==> src/rtl/compfft_pkg.sv <==
// rtl/compfft_pkg.sv - shared types and helpers for the 4-point FFT/IFFT family
// Holds the frame state encoding, the guard-bit width of the full-precision
// bins and the scale-then-saturate helper used when narrowing bins to W bits.
package compfft_pkg;

    typedef enum logic [1:0] {
        COLLECT = 2'd0,
        COMPUTE = 2'd1,
        OUTPUT  = 2'd2
    } state_t;

    // Two butterfly stages each grow the magnitude by one bit.
    localparam int GUARD_BITS = 2;

    function automatic int int_width(input int w);
        return w + GUARD_BITS;
    endfunction

    // Arithmetic right shift (floor toward -inf), then clamp to a signed w-bit range.
    function automatic int sat_shift(input int v, input int shift, input int w);
        int s;
        int hi;
        int lo;
        s  = v >>> shift;
        hi = (1 << (w - 1)) - 1;
        lo = -(1 << (w - 1));
        if (s > hi) begin
            return hi;
        end
        if (s < lo) begin
            return lo;
        end
        return s;
    endfunction

endpackage

==> src/rtl/compfft4_stream_if.sv <==
// rtl/compfft4_stream_if.sv - sample-in / bin-out stream bundle for compfft4_stream
// Ports: in_valid/in_ready/in_re/in_im carry time samples toward the block;
// out_valid/out_ready/out_re/out_im/out_idx/out_last carry frequency bins away.
// slave = the FFT block, master = the sample source plus bin sink.
interface compfft4_stream_if #(
    parameter int W = 8
);
    logic                in_valid;
    logic                in_ready;
    logic signed [W-1:0] in_re;
    logic signed [W-1:0] in_im;
    logic                out_valid;
    logic                out_ready;
    logic signed [W-1:0] out_re;
    logic signed [W-1:0] out_im;
    logic [1:0]          out_idx;
    logic                out_last;

    modport master (
        output in_valid, in_re, in_im, out_ready,
        input  in_ready, out_valid, out_re, out_im, out_idx, out_last
    );

    modport slave (
        input  in_valid, in_re, in_im, out_ready,
        output in_ready, out_valid, out_re, out_im, out_idx, out_last
    );
endinterface

==> src/rtl/compfft2_bfly.sv <==
// rtl/compfft2_bfly.sv - combinational complex radix-2 butterfly
// Ports: a_re/a_im, b_re/b_im (signed W) in; sum = a+b and dif = a-b
// (signed W+1, never overflows) out.
module compfft2_bfly #(
    parameter int W = 8
) (
    input  logic signed [W-1:0] a_re,
    input  logic signed [W-1:0] a_im,
    input  logic signed [W-1:0] b_re,
    input  logic signed [W-1:0] b_im,
    output logic signed [W:0]   sum_re,
    output logic signed [W:0]   sum_im,
    output logic signed [W:0]   dif_re,
    output logic signed [W:0]   dif_im
);
    logic signed [W:0] ae_re;
    logic signed [W:0] ae_im;
    logic signed [W:0] be_re;
    logic signed [W:0] be_im;

    assign ae_re = $signed({a_re[W-1], a_re});
    assign ae_im = $signed({a_im[W-1], a_im});
    assign be_re = $signed({b_re[W-1], b_re});
    assign be_im = $signed({b_im[W-1], b_im});

    assign sum_re = ae_re + be_re;
    assign sum_im = ae_im + be_im;
    assign dif_re = ae_re - be_re;
    assign dif_im = ae_im - be_im;
endmodule

==> src/rtl/compfft4_stream.sv <==
// rtl/compfft4_stream.sv - streaming 4-point radix-2 forward FFT
// Ports: clk, rst (sync, active high), ce (global hold), bus (slave modport):
// four samples are collected over in_*, one compute cycle forms the scaled and
// saturated bins, then bins 0..3 are emitted over out_* with out_last on bin 3.
module compfft4_stream
    import compfft_pkg::*;
#(
    parameter int W     = 8,
    parameter int SHIFT = 2
) (
    input  logic               clk,
    input  logic               rst,
    input  logic               ce,
    compfft4_stream_if.slave   bus
);
    localparam int IW = int_width(W);

    state_t state;
    state_t state_nxt;

    logic [1:0]          cnt;
    logic [1:0]          bcnt;
    logic signed [W-1:0] x_re   [4];
    logic signed [W-1:0] x_im   [4];
    logic signed [W-1:0] bin_re [4];
    logic signed [W-1:0] bin_im [4];

    // Stage 1: even pair (x0,x2) and odd pair (x1,x3).
    logic signed [W:0] s02_re, s02_im, d02_re, d02_im;
    logic signed [W:0] s13_re, s13_im, d13_re, d13_im;
    logic signed [W:0] d13_re_neg;

    compfft2_bfly #(.W(W)) u_bfly_even (
        .a_re(x_re[0]), .a_im(x_im[0]), .b_re(x_re[2]), .b_im(x_im[2]),
        .sum_re(s02_re), .sum_im(s02_im), .dif_re(d02_re), .dif_im(d02_im)
    );

    compfft2_bfly #(.W(W)) u_bfly_odd (
        .a_re(x_re[1]), .a_im(x_im[1]), .b_re(x_re[3]), .b_im(x_im[3]),
        .sum_re(s13_re), .sum_im(s13_im), .dif_re(d13_re), .dif_im(d13_im)
    );

    // -j * (d13_re + j d13_im) = d13_im - j d13_re. d13_re is a difference of
    // two W-bit values so it never reaches -2^W and the negation cannot wrap.
    assign d13_re_neg = -d13_re;

    // Stage 2: X0/X2 from the sums, X1/X3 from the twiddled differences.
    logic signed [IW-1:0] full_re [4];
    logic signed [IW-1:0] full_im [4];

    compfft2_bfly #(.W(W+1)) u_bfly_s2_even (
        .a_re(s02_re), .a_im(s02_im), .b_re(s13_re), .b_im(s13_im),
        .sum_re(full_re[0]), .sum_im(full_im[0]),
        .dif_re(full_re[2]), .dif_im(full_im[2])
    );

    compfft2_bfly #(.W(W+1)) u_bfly_s2_odd (
        .a_re(d02_re), .a_im(d02_im), .b_re(d13_im), .b_im(d13_re_neg),
        .sum_re(full_re[1]), .sum_im(full_im[1]),
        .dif_re(full_re[3]), .dif_im(full_im[3])
    );

    // State register.
    always_ff @(posedge clk) begin
        if (rst) begin
            state <= COLLECT;
        end else if (ce) begin
            state <= state_nxt;
        end
    end

    // Next-state logic; ce gating lives in the state register.
    always_comb begin
        state_nxt = state;
        unique case (state)
            COLLECT: if (bus.in_valid && cnt == 2'd3) state_nxt = COMPUTE;
            COMPUTE: state_nxt = OUTPUT;
            OUTPUT:  if (bus.out_ready && bcnt == 2'd3) state_nxt = COLLECT;
            default: state_nxt = COLLECT;
        endcase
    end

    // Outputs; the bin mux follows bcnt, so it holds whenever bcnt holds.
    always_comb begin
        bus.in_ready  = (state == COLLECT);
        bus.out_valid = (state == OUTPUT);
        bus.out_re    = bin_re[bcnt];
        bus.out_im    = bin_im[bcnt];
        bus.out_idx   = bcnt;
        bus.out_last  = (state == OUTPUT) && (bcnt == 2'd3);
    end

    // Sample buffer, bin buffer and counters.
    always_ff @(posedge clk) begin
        if (rst) begin
            cnt  <= 2'd0;
            bcnt <= 2'd0;
            for (int k = 0; k < 4; k++) begin
                x_re[k]   <= '0;
                x_im[k]   <= '0;
                bin_re[k] <= '0;
                bin_im[k] <= '0;
            end
        end else if (ce) begin
            unique case (state)
                COLLECT: begin
                    if (bus.in_valid) begin
                        x_re[cnt] <= bus.in_re;
                        x_im[cnt] <= bus.in_im;
                        cnt       <= cnt + 2'd1;
                    end
                end
                COMPUTE: begin
                    for (int k = 0; k < 4; k++) begin
                        bin_re[k] <= W'(sat_shift(int'(full_re[k]), SHIFT, W));
                        bin_im[k] <= W'(sat_shift(int'(full_im[k]), SHIFT, W));
                    end
                    bcnt <= 2'd0;
                end
                OUTPUT: begin
                    if (bus.out_ready) begin
                        bcnt <= bcnt + 2'd1;
                        if (bcnt == 2'd3) begin
                            cnt <= 2'd0;
                        end
                    end
                end
                default: ;
            endcase
        end
    end
endmodule

==> src/flat_wrapper.sv <==
// flat-port wrapper written by rule: the top's interface ports become plain ports
module compfft4_stream_flat import compfft_pkg::*;
#(
    parameter int W     = 8,
    parameter int SHIFT = 2
)
  (clk, rst, ce, bus_in_valid, bus_in_re, bus_in_im, bus_out_ready, bus_in_ready, bus_out_valid, bus_out_re, bus_out_im, bus_out_idx, bus_out_last);
  compfft4_stream_if #(.W(W)) bus_i ();
  input  logic clk;
  input  logic rst;
  input  logic ce;
  input wire logic [$bits(bus_i.in_valid)-1:0] bus_in_valid;
  input wire logic [$bits(bus_i.in_re)-1:0] bus_in_re;
  input wire logic [$bits(bus_i.in_im)-1:0] bus_in_im;
  input wire logic [$bits(bus_i.out_ready)-1:0] bus_out_ready;
  output wire logic [$bits(bus_i.in_ready)-1:0] bus_in_ready;
  output wire logic [$bits(bus_i.out_valid)-1:0] bus_out_valid;
  output wire logic [$bits(bus_i.out_re)-1:0] bus_out_re;
  output wire logic [$bits(bus_i.out_im)-1:0] bus_out_im;
  output wire logic [$bits(bus_i.out_idx)-1:0] bus_out_idx;
  output wire logic [$bits(bus_i.out_last)-1:0] bus_out_last;
  assign bus_i.in_valid = bus_in_valid;
  assign bus_i.in_re = bus_in_re;
  assign bus_i.in_im = bus_in_im;
  assign bus_i.out_ready = bus_out_ready;
  assign bus_in_ready = bus_i.in_ready;
  assign bus_out_valid = bus_i.out_valid;
  assign bus_out_re = bus_i.out_re;
  assign bus_out_im = bus_i.out_im;
  assign bus_out_idx = bus_i.out_idx;
  assign bus_out_last = bus_i.out_last;
  compfft4_stream #(.W(W), .SHIFT(SHIFT)) u_core (.clk(clk), .rst(rst), .ce(ce), .bus(bus_i));
endmodule
==> config.mk <==
export PLATFORM = sky130hd
export DESIGN_NAME = compfft4_stream_flat
export DESIGN_NICKNAME = d
export VERILOG_FILES = /design/src/rtl/compfft_pkg.sv /design/src/rtl/compfft4_stream_if.sv /design/src/rtl/compfft2_bfly.sv /design/src/rtl/compfft4_stream.sv /design/src/flat_wrapper.sv
export SDC_FILE = /design/constraint.sdc
export NUM_CORES = 1
export LEC_CHECK = 0
export BUFFER_PORTS_ARGS = -buffer_cell sky130_fd_sc_hd__buf_4
export CORE_ASPECT_RATIO = 0.75
export CORE_MARGIN = 2
export CORE_UTILIZATION = 45
export DETAILED_ROUTE_END_ITERATION = 8
export SETUP_SLACK_MARGIN = 0.15
export SYNTH_ARGS = -nofsm -noshare
export SYNTH_HDL_FRONTEND = slang
export SYNTH_SLANG_ARGS = --single-unit
==> constraint.sdc <==
create_clock -name clk -period 4.5 [get_ports clk]
set_input_delay 0.225 -clock clk [delete_from_list [all_inputs] [get_ports clk]]
set_output_delay 0.225 -clock clk [all_outputs]
set_load 0.01 [all_outputs]
# Word-level counts from Yosys, hierarchy flattened
# Memories as Yosys holds them, arrays and structs flattened. A register that Yosys moved wholly into a read port is not among the register bits.
# Index checks and enable logic that the tools add are counted.
[totals] ram_bits=128 latchBits=0 output_inout_bits=21 register_bits=6 romBits=0 word_cells=236 n_memories=4 in_bits=21
[op_classes] n_lt_le_gt_ge=16 n_reduce_logical=11 div=0 shift=0 multipliers=0 mux=166 n_bitwise=8 n_addsub=19 eq_ne=9
[mem_list] name="u_core.bin_im" words=4 width=8 read_ports=1 rd_clocked_by_memory_dff=1 wr=4 line="compfft4_stream.sv:26" text="logic signed [W-1:0] bin_im [4];"
[mem_list] name="u_core.bin_re" words=4 width=8 read_ports=1 rd_clocked_by_memory_dff=1 wr=4 line="compfft4_stream.sv:25" text="logic signed [W-1:0] bin_re [4];"
[mem_list] name="u_core.x_im" words=4 width=8 read_ports=4 rd_clocked_by_memory_dff=0 wr=4 line="compfft4_stream.sv:24" text="logic signed [W-1:0] x_im [4];"
[mem_list] name="u_core.x_re" words=4 width=8 read_ports=4 rd_clocked_by_memory_dff=0 wr=4 line="compfft4_stream.sv:23" text="logic signed [W-1:0] x_re [4];"
[op_table] operator="two-way mux 8 bit" count=58
[op_table] operator="two-way mux 1 bit" count=85
[op_table] operator="> comparator 8 bit, second input constant" count=8
[op_table] operator="< comparator 8 bit, second input constant" count=8
[op_table] operator="two-way mux 7 bit" count=8
[op_table] operator="adder 9 x 9 -> 10 bit" count=4
[op_table] operator="subtractor 9 x 9 -> 10 bit" count=4
[op_table] operator="adder 8 x 8 -> 9 bit" count=4
[op_table] operator="subtractor 8 x 8 -> 9 bit" count=4
[op_table] operator="two-way mux 2 bit" count=12
[op_table] operator="OR reduction 8 bit" count=2
[op_table] operator="negation 9 bit" count=1
[op_table] operator="bitwise OR 1 bit" count=8
[op_table] operator="case mux 2 bit (2 select lines)" count=2
[op_table] operator="equality test 2 bit, second input constant" count=3
[op_table] operator="!= test 2 x 1 -> 1 bit, second input constant" count=3
[op_table] operator="case mux 2 bit (3 select lines)" count=1
[op_table] operator="AND reduction 3 bit" count=2
[op_table] operator="AND reduction 5 bit" count=1
[op_table] operator="adder 2 x 1 -> 2 bit, second input constant" count=2
[op_table] operator="!= test 2 bit, second input constant" count=2
[op_table] operator="nonzero test 2 bit" count=2
[op_table] operator="logical AND 1 bit" count=3
[op_table] operator="equality test 2 x 1 -> 1 bit, second input constant" count=1
[op_table] operator="zero test 2 bit" count=1

# Depth between registers and ports, before layout
# Gate-level depths: netlist of the first run.
# An unclocked memory read counts as a cell.
[logic_depth] depth_word=19 ltp_mapped=15 depth_no_buf=15

# By module
# Synthesis of the first run repeated with hierarchy kept, for this count alone.
[hier_totals] cells_unflattened=1225 area_unflattened_um2=11990.2
[modules_own_cells] mod="compfft4_stream" instances=1 area_each_um2=5740.5 cells_per_inst=368 seq_area_each_um2=4003.8
[modules_own_cells] mod="compfft2_bfly (u_core.u_bfly_even ...)" instances=2 area_each_um2=1457.6 cells_per_inst=204 seq_area_each_um2=0.0
[modules_own_cells] mod="compfft2_bfly (u_core.u_bfly_s2_even)" instances=1 area_each_um2=1669.1 cells_per_inst=224 seq_area_each_um2=0.0
[modules_own_cells] mod="compfft2_bfly (u_core.u_bfly_s2_odd)" instances=1 area_each_um2=1665.3 cells_per_inst=225 seq_area_each_um2=0.0

# Worst setup path before layout of the first run
# No wires, ideal clock.
[synth_timing] kind="reg2reg" startpoint="memory u_core.x_im[0][0]" endpoint="memory u_core.bin_im[3][5] (data pin)" required_time_ns=4.240 period_less_slack_ns=3.180 setup_time_ns=0.260 slack_ns=1.320 path_buffers=1 arrival_time_ns=2.920 stages_incl_launch_ff=15 path_cell_list="edfxtp_1 inv_1 ha_1 inv_1 fa_1 a21o_1 a21oi_1 xnor2_1 ha_1 buf_2 nor2_1 a221oi_1 o41ai_2 a21oi_1 mux2_2"
[synth_rtl] item="start, declared" line="compfft4_stream.sv:24"
[synth_rtl] item="end, declared" line="compfft4_stream.sv:26"

==> results of run 1 <==
[layer usage]
metal | up-vias | GRT usage (%) | part of all wire [%]
met3 | 13 | 4.04 | 5.5
met5 | - | 0 | 0
li1 | 3743 | - | -
met1 | 3547 | 33.9 | 56
met2 | 185 | 27.1 | 37
met4 | 0 | 5.24 | 0.93
[worst max-delay path, cell delays in order (launching register included)]
cell and delay [ns]:
edfxtp_1 0.39, inv_1 0.07, ha_1 0.16, inv_1 0.06, fa_1 0.40, a21o_1 0.18
a21oi_1 0.21, nor2_1 0.08, o31ai_1 0.26, a21boi_0 0.46, ha_1 0.34, inv_1 0.11
o21ai_0 0.09, nand2b_1 0.11, a31oi_1 0.13, a2bb2o_1 0.30
[power breakdown]
group | switching, µW | total [µW] | leakage (µW) | internal (µW)
logic | 826 | 1400 | 0.00329 | 571
clock network | 518 | 1370 | 0.000271 | 851
registers | 32.8 | 1460 | 0.00139 | 1430
[placed cells by master, fill, tap and decap left out, drive strengths merged, types with 18 or more instances in the layout]
| cell | netlist | routed |
|---|---|---|
| edfxtp | 128 | 128 |
| buf | 17 | 46 |
| nor3 | 28 | 28 |
| a21oi | 79 | 79 |
| xnor2 | 53 | 53 |
| clkbuf | 15 | 18 |
| and2 | 67 | 67 |
| nand2 | 26 | 26 |
| o21ai | 29 | 29 |
| xor2 | 23 | 23 |
| inv | 108 | 108 |
| ha | 130 | 130 |
| nor2 | 87 | 87 |
| nand2b | 29 | 29 |
[stage by stage]
stage	hold slack (ns)	setup slack (ns)	total power, µW	util (%)	instances
finish	0.0908	0.884	4230	51.1	1386
global route	0.0908	0.586	4460	51.1	1386
CTS	0.0708	0.886	4240	51.1	1386
detailed placement	0.528	0.892	2860	48.6	1356
global placement	0.526	0.946	2860	48.6	1356
floorplan	0.415	1.32	2540	-	1042
[layout make-up]
class                   count  area, µm²
inverters                 108        405
repair buffers             46        345
fillers                  2112      11300
clock buffers              18        429
well taps                 300        375
clock inverters            12        135
flip-flops and latches    136       4000
multi-input cells         766       6110
[cells by family (layout without fill, tap and decap cells)]
logic type	count (synthesis)	in the layout
flip-flops	136	136
XOR/XNOR	76	76
AO/OA/AOI/OAI	208	208
adder cells (fa/ha/maj)	138	138
multiplexers	25	25
buffers and inverters	140	184
AND/OR/NAND/NOR	319	319
[flip-flops by register name, indices dropped and copies added (netlist names), named ones only]
name	flops
u_core.bin_im	32
u_core.bin_re	32
u_core.bus.out_idx	2
u_core.cnt	2
u_core.state	2
u_core.x_im	32
u_core.x_re	32
[cell usage after synthesis, drive strengths merged, types with 16 or more instances]
library cell / instances / area, µm²
mux4: 16 / 360
xnor2: 53 / 464
ha: 130 / 1630
nor2b: 16 / 100
nor2: 87 / 337
buf: 17 / 92.6
and2: 67 / 419
xor2: 23 / 201
a21oi: 79 / 395
nand2b: 29 / 189
edfxtp: 128 / 3840
o21ai: 29 / 145
nand2: 26 / 97.6
nor3: 28 / 151
inv: 108 / 405
[worst paths after layout]
check | startpoint | depth (start not counted) | endpoint | slack [ns]
max reg2reg | u_core.x_re[0][0]$_SDFFCE_PN0P_ | 15 | u_core.bin_re[3][7]$_SDFFCE_PN0P_ | 0.88
max | u_core.x_re[0][0]$_SDFFCE_PN0P_ | 15 | u_core.bin_re[3][7]$_SDFFCE_PN0P_ | 0.88
min reg2reg | u_core.bus.out_idx[1]$_SDFFE_PP0P_ | 2 | u_core.bus.out_idx[1]$_SDFFE_PP0P_ | 0.63
min | bus_in_re[2] | 2 | u_core.x_re[0][2]$_SDFFCE_PN0P_ | 0.09
==> qor.txt, run 1 <==
SYNTH
---------------------------------------------------------------------------------
Largest family of logic cells by synthesized area                     adder cells
Mean instance size in the synthesized netlist                            10.2 µm²
Simple-gate area share of the yosys netlist                                 16.6%
Sequential-to-total area share from yosys stat                              37.5%
Compound-gate portion of the synthesized area                               13.4%
Flip-flop cell with the highest count after synthesis                    edfxtp_1
Adder-cell share of the synthesized area                                    16.7%
Synth Instances                                                              1042
Area of the mapped netlist                                              10700 µm²
Yosys synthesis warning count                                                   0
Count of flip-flops with a built-in enable after synthesis                    128
Share of synthesized area spent on multiplexers                             4.23%
XOR/XNOR Fraction of Synth Area                                             6.24%
Ys async rst share                                                             0%
Seq cells post-synth                                                          136
Unique masters post-synth                                                      75
Net count of the mapped netlist                                              1201

TIMING
---------------------------------------------------------------------------------
Worst clock skew on the final layout                                   0.00957 ns
Total count of hold-check failures in the final report                          0
Post-layout minimum cycle time                                            3.62 ns
Final setup violating endpoints                                                 0
Worst slew slack as a fraction of its limit                                 36.1%
Total count of max-transition violations in the final report                    0
Period utilization                                                          80.4%
Transition time at the pin with the least slew margin                    0.958 ns
Setup TNS after final layout                                                 0 ns
RSZ-0062 raised after global routing                                        false
Peak clock frequency supported by timing                                  277 MHz

JOB
---------------------------------------------------------------------------------
Max-cap violation count                                                         0

CLOCK NETWORK
---------------------------------------------------------------------------------
Cells resized by post-CTS repair                                                0
Number of buffers inserted during clock tree synthesis                         17
Clock Latency Late Sink                                                   0.43 ns
Sinks on Clock Net                                                            136
Root cell of the clock tree                                             clkbuf_16
CTS tree                                                                      yes
H-tree depth reported by CTS                                                    4
CTS clk-pin slew, worst paths                                             0.06 ns
Maximum number of buffers from clock root to sink                               2
Quantity of hold-fixing buffers added after cts                                 0
Buffer count from post-CTS setup fixing                                         0

STATUS
---------------------------------------------------------------------------------
Result of the run                                                       completed

POWER AND IR DROP
---------------------------------------------------------------------------------
Maximum VDD drop                                                       0.000253 V
Leak                                                                   0.00495 µW
Cell area power density                                                358 nW/µm²

DIE
---------------------------------------------------------------------------------
Site Rows                                                                      48
Die height                                                                 137 µm
Top-level I/O count                                                            42
Initial Util                                                                46.1%
Width of the die                                                           182 µm
Core area                                                               23100 µm²
Total Die Area                                                          25000 µm²

ROUTE
---------------------------------------------------------------------------------
Final routed wirelength across all metal layers                           24.7 mm
# DRC                                                                           0
Number of optimization iterations in the first detailed-route pass              5
DRT antenna net count                                                           0
Post-DR vias/cell                                                            5.40
Average wire per standard cell                                            17.8 µm
Number of DRC violations after detailed-routing iteration 0                   668
Total vias in the final route                                                7488

WORST SETUP PATH
---------------------------------------------------------------------------------
Kind of critical path                                                flip-flop to flip-flop
Arr. time, crit path                                                      3.79 ns
Crit-path max FO                                                                4
Category of the worst setup path capture point                          flip-flop
Required time reported for the critical path endpoint                     4.68 ns
Category of the worst setup path launch point                           flip-flop

GLOBAL ROUTE
---------------------------------------------------------------------------------
Antenna violations before repair                                                1
GRT Overall Usage                                                           20.8%
Vias in the first global route                                               6750
Pin count of the biggest net entering global routing                           42
Global-route wire length before repair                                    38.8 mm
Overflow after GRT                                                              0

FINISH
---------------------------------------------------------------------------------
Fraction of final layout cells sized beyond drive strength 1                11.0%
Finished Cell Area                                                      11800 µm²
Area overhead of the layout relative to synthesis                           10.7%
Final Net Count                                                              1234
Number of antenna cells inserted                                                0

PLACED DESIGN
---------------------------------------------------------------------------------
Gp weighted congestion                                                      0.857
PortBufs                                                                       41
Area after DPL                                                          11200 µm²
Post-detailed-placement half-perimeter wirelength                         19.4 mm

HOLD PATH
---------------------------------------------------------------------------------
Hold WC Path Type                                                    primary input to flip-flop

Power figures use the tool's default switching activity.
==> inputs of run 2 (changes only) <==
--- a/config.mk
+++ b/config.mk
@@ -5,6 +5,7 @@
 export SDC_FILE = /design/constraint.sdc
 export NUM_CORES = 1
 export LEC_CHECK = 0
+export ABC_AREA = 1
 export BUFFER_PORTS_ARGS = -buffer_cell sky130_fd_sc_hd__buf_4
 export CORE_ASPECT_RATIO = 0.75
 export CORE_MARGIN = 2
==> constraint.sdc (replaced) <==
create_clock -name clk -period 3.12 [get_ports clk]
set_input_delay 0.156 -clock clk [delete_from_list [all_inputs] [get_ports clk]]
set_output_delay 0.156 -clock clk [all_outputs]
set_load 0.01 [all_outputs]
==> run 2 against run 1 <==
Effect of this change: first-iteration DRC count grew 13%; non-clock buffer count grew 41; largest cell class unchanged; synthesized cell count grew 45%; register-to-register slack lost 0.62 ns; hold slack lost 0.011 ns; critical path type unchanged.
==> qor.txt, run 2 <==
ROUTE
---------------------------------------------------------------------------------
Number of DRC violations after detailed-routing iteration 0                   758
DRT antenna net count                                                           0
# DRC                                                                           0
Post-DR vias/cell                                                            5.11
Final routed wirelength across all metal layers                           29.9 mm
Average wire per standard cell                                            15.6 µm
Number of optimization iterations in the first detailed-route pass              6
Total vias in the final route                                                9799

DIE
---------------------------------------------------------------------------------
Initial Util                                                                45.7%
Die height                                                                 142 µm
Site Rows                                                                      50
Total Die Area                                                          26600 µm²
Top-level I/O count                                                            42
Width of the die                                                           188 µm
Core area                                                               24900 µm²

TIMING
---------------------------------------------------------------------------------
RSZ-0062 raised after global routing                                         true
Total count of max-transition violations in the final report                    0
Worst slew slack as a fraction of its limit                                 43.6%
Hold Worst Slack                                                        0.0803 ns
Post-layout minimum cycle time                                            2.86 ns
Total count of hold-check failures in the final report                          0
Worst clock skew on the final layout                                   0.00817 ns
Peak clock frequency supported by timing                                  350 MHz
Setup TNS after final layout                                                 0 ns
Final setup violating endpoints                                                 0
Transition time at the pin with the least slew margin                    0.845 ns
Period utilization                                                          91.6%

GLOBAL ROUTE
---------------------------------------------------------------------------------
Pin count of the biggest net entering global routing                           65
Vias in the first global route                                               8775
Global-route wire length before repair                                    47.1 mm
Antenna violations before repair                                                0
GRT Overall Usage                                                           22.7%
Overflow after GRT                                                              0

FINISH
---------------------------------------------------------------------------------
Fillcell total                                                               2386
Most used cells in the layout excluding fill and tap cells           303 x nand2_1, 251 x inv_1, 181 x nor2_1
Number of antenna cells inserted                                                0
Fin cells                                                                    1917
Utilization of the core after routing                                       54.0%
Fraction of final layout cells sized beyond drive strength 1                14.8%
Finished Cell Area                                                      13400 µm²
Final Net Count                                                              1725
Most common cell after layout, fill and taps aside                        nand2_1
Area occupied by registers                                               4000 µm²
Area overhead of the layout relative to synthesis                           18.0%
Area used by multi-input combinational logic                             6770 µm²

CLOCK NETWORK
---------------------------------------------------------------------------------
CTS clk-pin slew, worst paths                                             0.05 ns
Sinks on Clock Net                                                            136
Number of buffers inserted during clock tree synthesis                         17
Clock Latency Late Sink                                                   0.43 ns
H-tree depth reported by CTS                                                    4
Maximum number of buffers from clock root to sink                               2
CTS tree                                                                      yes
Root cell of the clock tree                                             clkbuf_16

STATUS
---------------------------------------------------------------------------------
Result of the run                                                       completed

PLACED DESIGN
---------------------------------------------------------------------------------
Post-detailed-placement half-perimeter wirelength                         23.6 mm
PortBufs                                                                       41
Count of placed standard cells including taps                                1868
Area after DPL                                                          12100 µm²
Gp weighted congestion                                                      0.908

SYNTH
---------------------------------------------------------------------------------
Area of the mapped netlist                                              11400 µm²
Mean instance size in the synthesized netlist                            7.51 µm²
Ys async rst share                                                             0%
Count of flip-flops with a built-in enable after synthesis                    128
Net count of the mapped netlist                                              1674
Cell type with the largest total area after synthesis                    edfxtp_1
Flip-flop cell with the highest count after synthesis                    edfxtp_1
Unique masters post-synth                                                      37
Cells taking the most area after synthesis                           edfxtp_1 34%, ha_1 14%, nand2_1 10%, inv_1 8.5%, nor2_1 6.2%
Most used standard cell by instance count after synthesis                 nand2_1
Leading cell types by count after synthesis                          307 x nand2_1, 258 x inv_1, 188 x nor2_1, 130 x ha_1, 128 x edfxtp_1
Area share of the leading cell type in the synthesized netlist              33.8%
Seq cells post-synth                                                          136
Synth Instances                                                              1515
Yosys synthesis warning count                                                   0
Sequential-to-total area share from yosys stat                              35.2%

POWER AND IR DROP
---------------------------------------------------------------------------------
P_sw                                                                      2620 µW
Leak                                                                   0.00645 µW
Switching share of total power                                              37.1%
Internal power of the cells                                               4440 µW
Cell area power density                                                526 nW/µm²
Gate power share                                                            41.5%
Clock group share of total power                                            28.4%
Maximum VDD drop                                                       0.000422 V
Sequential share of power                                                   30.1%

JOB
---------------------------------------------------------------------------------
Max-cap violation count                                                         0

HOLD PATH
---------------------------------------------------------------------------------
Hold WC Path Type                                                    primary input to flip-flop

WORST SETUP PATH
---------------------------------------------------------------------------------
Crit-path max FO                                                                6
Category of the worst setup path launch point                           flip-flop
Arr. time, crit path                                                      3.04 ns
Category of the worst setup path capture point                          flip-flop
Required time reported for the critical path endpoint                     3.30 ns
Kind of critical path                                                flip-flop to flip-flop

==> run 2: changes by cell type in the layout (fill, tap and decap cells not counted), sizes merged, moves of 40 or more <==
cell,change
a21oi,+40
o21ai,+55
nand3,+67
nand2,+283
inv,+152
xnor2,-51
and2,-66
nor2,+104
buf,+40
==> run 2: worst paths after layout <==
kind                                        start                                 to  slack (ns)  cells after the start
setup / recovery  u_core.x_re[2][1]$_SDFFCE_PN0P_  u_core.bin_re[3][6]$_SDFFCE_PN0P_        0.26                     16
hold reg to reg        u_core.cnt[0]$_SDFFE_PP0P_         u_core.cnt[0]$_SDFFE_PP0P_        0.54                      3
hold / removal                       bus_in_im[1]        u_core.x_im[3][1]$_DFFE_PP_        0.08                      3
setup reg to reg  u_core.x_re[2][1]$_SDFFCE_PN0P_  u_core.bin_re[3][6]$_SDFFCE_PN0P_        0.26                     16
==> run 2: cell type report <==
type,instances,area share (%)
inverters,260,7.28
clock buffers,23,3.48
repair buffers,87,4.97
flip-flops and latches,136,29.8
well taps,338,3.15
multi-input cells,1064,50.4
clock inverters,9,0.913
==> run 2: worst max-delay path, stage by stage, from the launching register on <==
cell and delay, ns:
edfxtp_1 0.41, inv_2 0.12, ha_1 0.25, nand3_1 0.12
nand2_1 0.06, nand2_1 0.10, nor2_2 0.05, nor2_1 0.13
xor2_1 0.25, buf_4 0.17, ha_2 0.32, inv_1 0.08
nand2_1 0.07, nor3_1 0.17, nand2_1 0.10, a21oi_1 0.14
nor2_1 0.06
==> run 2: stage by stage <==
| stage | setup slack, ns | total power [µW] |
|---|---|---|
| final | 0.263 | 7060 |
| after global routing | 0.0423 | 7550 |
| after CTS | 0.133 | 6740 |
| after detailed placement | 0.0241 | 4680 |
| after global placement | 0.0484 | 4660 |
| after floorplan | 0.378 | 4000 |
==> run 2: power groups by stage <==
stage	clock (µW)	sequential (µW)	combinational, µW
2_1_floorplan	0	2140	1860
3_3_place_gp	0	2160	2510
3_5_place_dp	0	2160	2530
4_1_cts	2040	2120	2580
5_1_grt	2120	2130	3290
6_report	2010	2120	2930
==> run 2: routing by layer <==
layer / part of all wire [%] / wire length [µm] / global-route usage (%) / vias up
li1: - / - / - / 4983
met1: 53 / 16000 / 36.3 / 4494
met2: 39 / 11800 / 31.2 / 301
met3: 6.3 / 1890 / 4.67 / 21
met4: 0.74 / 222 / 4.27 / 0
met5: 0 / 0 / 0 / -
==> run 2: logic make-up after synthesis <==
| kind of cell | share of synthesized area [%] |
|---|---|
| simple gates | 22.4 |
| buf+inv | 11.0 |
| compound gates | 12.3 |
| fa+ha+maj | 15.7 |
| flops | 35.2 |
| xor+xnor | 3.46 |
==> run 2: repair_timing <==
item	CTS	global route
endpoints found under the hold margin	3	0
gates resized for setup	14	129
endpoints found under the setup margin	20	45
pin swaps	0	24
setup buffers	0	16
hold buffers	1	0
==> inputs of run 3 (changes only) <==
--- a/config.mk
+++ b/config.mk
@@ -9,8 +9,9 @@
 export BUFFER_PORTS_ARGS = -buffer_cell sky130_fd_sc_hd__buf_4
 export CORE_ASPECT_RATIO = 0.75
 export CORE_MARGIN = 2
-export CORE_UTILIZATION = 45
+export CORE_UTILIZATION = 50
 export DETAILED_ROUTE_END_ITERATION = 8
+export PLACE_DENSITY = 0.69
 export SETUP_SLACK_MARGIN = 0.15
 export SYNTH_ARGS = -nofsm -noshare
 export SYNTH_HDL_FRONTEND = slang
==> run 3 against run 2 <==
Effect of this change: first-iteration DRC count increased by 57%; clock power grew 6%; sequential share of layout area increased by 0.51 points; core utilization is 5.5 points higher; die area decreased by 9.8%; count of clock-buffer cells in the layout shrank 6; design area fell by 1.7%; total power rose by 0.22%; non-clock buffer count shrank 11; largest cell class unchanged.
==> qor.txt, run 3 (synthesis gave the netlist of run 2 again) <==
ROUTE
---------------------------------------------------------------------------------
Final routed wirelength across all metal layers                           29.8 mm
Number of DRC violations after detailed-routing iteration 0                  1191
Post-DR vias/cell                                                            5.30
Number of optimization iterations in the first detailed-route pass              6
Total vias in the final route                                                9866
Average wire per standard cell                                            16.0 µm
# DRC                                                                           0
DRT antenna net count                                                           0

GLOBAL ROUTE
---------------------------------------------------------------------------------
Vias in the first global route                                               8730
Antenna violations before repair                                                1
Met1 track demand over resource                                             40.2%
Pin count of the biggest net entering global routing                           65
Fraction of met3 tracks used by global routing                              4.19%
Busiest layer in global routing                                              met1
Global-route wire length before repair                                    46.2 mm
Overflow after GRT                                                              0
M2 GR Usage                                                                 34.5%
GRT Overall Usage                                                           24.9%

DIE
---------------------------------------------------------------------------------
Top-level I/O count                                                            42
Width of the die                                                           178 µm
Site Rows                                                                      47
Die height                                                                 135 µm
Initial Util                                                                51.2%
Core area                                                               22200 µm²
Total Die Area                                                          24000 µm²

HOLD PATH
---------------------------------------------------------------------------------
Hold WC Path Type                                                    primary input to flip-flop
Hold path endpoint                                                   u_core.state[0]$_SDFFE_PP0P_
Count of cells along the worst hold path                                        4
Worst Hold Launch                                                              ce

TIMING
---------------------------------------------------------------------------------
Total count of max-transition violations in the final report                    0
Setup TNS after final layout                                                 0 ns
Worst clock skew on the final layout                                    0.0116 ns
Peak clock frequency supported by timing                                  343 MHz
RSZ-0062 raised after global routing                                         true
Period utilization                                                          93.3%
Final setup violating endpoints                                                 0
Total count of hold-check failures in the final report                          0
Worst slew slack as a fraction of its limit                                 40.6%
Post-layout minimum cycle time                                            2.91 ns
Final Worst Setup Slack                                                  0.209 ns
Transition time at the pin with the least slew margin                    0.890 ns

FINISH
---------------------------------------------------------------------------------
Number of antenna cells inserted                                                0
Utilization of the core after routing                                       59.4%
Most used cells in the layout excluding fill and tap cells           305 x nand2_1, 246 x inv_1, 183 x nor2_1
Fraction of final layout cells sized beyond drive strength 1                13.3%
Fillcell total                                                               2023
Area overhead of the layout relative to synthesis                           16.0%
Most common cell after layout, fill and taps aside                        nand2_1
Final Net Count                                                              1714

PLACED DESIGN
---------------------------------------------------------------------------------
PortBufs                                                                       41
Gp weighted congestion                                                      0.913
Post-detailed-placement half-perimeter wirelength                         22.4 mm
Worst setup slack before clock tree synthesis                           0.0327 ns

CLOCK NETWORK
---------------------------------------------------------------------------------
Maximum number of buffers from clock root to sink                               2
CTS clk-pin slew, worst paths                                             0.06 ns
CTS tree                                                                      yes
Root cell of the clock tree                                             clkbuf_16
Clock Latency Late Sink                                                   0.43 ns
Number of buffers inserted during clock tree synthesis                         17
H-tree depth reported by CTS                                                    4
Sinks on Clock Net                                                            136

WORST SETUP PATH
---------------------------------------------------------------------------------
Kind of critical path                                                flip-flop to flip-flop
Crit-path max FO                                                                8
Reg2reg end                                                          u_core.bin_re[1][7]$_SDFFCE_PN0P_
Required time reported for the critical path endpoint                     3.30 ns
Reg-to-reg critical path startpoint                                  u_core.x_im[1][1]$_SDFFCE_PN0P_
Crit path launch                                                     u_core.x_im[1][1]$_SDFFCE_PN0P_
Category of the worst setup path capture point                          flip-flop
Worst reg2reg setup slack                                                 0.21 ns
Arr. time, crit path                                                      3.09 ns
Number of cells on the worst reg-to-reg path                                   16
Category of the worst setup path launch point                           flip-flop

POWER AND IR DROP
---------------------------------------------------------------------------------
Power, Total                                                              7080 µW
Leak                                                                   0.00639 µW
Maximum VDD drop                                                       0.000369 V
Cell area power density                                                536 nW/µm²

JOB
---------------------------------------------------------------------------------
Max-cap violation count                                                         0

STATUS
---------------------------------------------------------------------------------
Result of the run                                                       completed

==> run 3: cell types whose count changed in the layout (fill, tap and decap cells not counted), moves of 6 or more <==
cell / previous run / this run
a21oi_1: 100 / 112
a21oi_2: 19 / 7
buf_4: 85 / 73
inv_2: 8 / 14
inv_6: 0 / 6
==> run 3: where the power goes <==
| group | internal [µW] | switching [µW] |
|---|---|---|
| logic | 1030 | 1800 |
| clock network | 1270 | 859 |
| registers | 2070 | 50.7 |
==> run 3: timing repair <==
action,in CTS,in global routing
gates resized for setup,20,106
hold endpoints to repair,3,0
cloned,0,0
setup buffers,0,19
hold buffers,1,0
pin swaps,0,17
endpoints found under the setup margin,22,42
==> run 3: worst max-delay path, stage by stage, from the launching register on <==
cell,delay [ns]
edfxtp_1,0.48
buf_4,0.19
fa_2,0.42
nand3_2,0.10
a21oi_2,0.08
nor2_1,0.12
nand2_1,0.08
nand2_1,0.13
inv_1,0.09
ha_4,0.33
nand2_1,0.11
nor2_2,0.13
nand3_1,0.08
nand3_1,0.14
nand2_1,0.07
nand2_1,0.07
nor2_1,0.05
==> run 3: worst max path at each step <==
| stage | to | slack (ns) |
|---|---|---|
| finish | u_core.bin_re[1][7]$_SDFFCE_PN0P_ | 0.21 |
| global route | u_core.bin_re[1][7]$_SDFFCE_PN0P_ | 0.06 |
| CTS | u_core.bin_re[2][7]$_SDFFCE_PN0P_ | 0.15 |
| detailed placement | u_core.bin_re[3][7]$_SDFFCE_PN0P_ | 0.03 |
| global placement | u_core.bin_re[3][7]$_SDFFCE_PN0P_ | 0.12 |
| floorplan | u_core.bin_re[1][7]$_SDFFCE_PN0P_ | 0.38 |
==> run 3: area by class of cell <==
class / count / area, µm² / share of cell area [%]
inverter: 260 / 976 / 7.39
sequential: 136 / 4000 / 30.3
multi-input combinational: 1064 / 6670 / 50.5
tap: 294 / 368 / 2.78
timing repair buffer: 76 / 583 / 4.41
clock inverter: 15 / 189 / 1.43
clock buffer: 17 / 425 / 3.22
==> run 3: per-layer routing <==
metal  up-vias  part of all wire (%)  wire length, µm
met3        20                   7.3             2180
li1       4974                     -                -
met1      4499                    51            15200
met5         -                     0                0
met2       373                    41            12200
met4         0                  0.99              294
==> run 3: metrics by stage <==
step	instance area, µm²	std cells	hold WS, ns
2_1_floorplan	11400	1515	0.225
3_3_place_gp	11900	1810	0.398
3_5_place_dp	11900	1810	0.398
4_1_cts	12600	1843	0.0741
5_1_grt	13200	1862	0.0834
6_report	13200	1862	0.0847
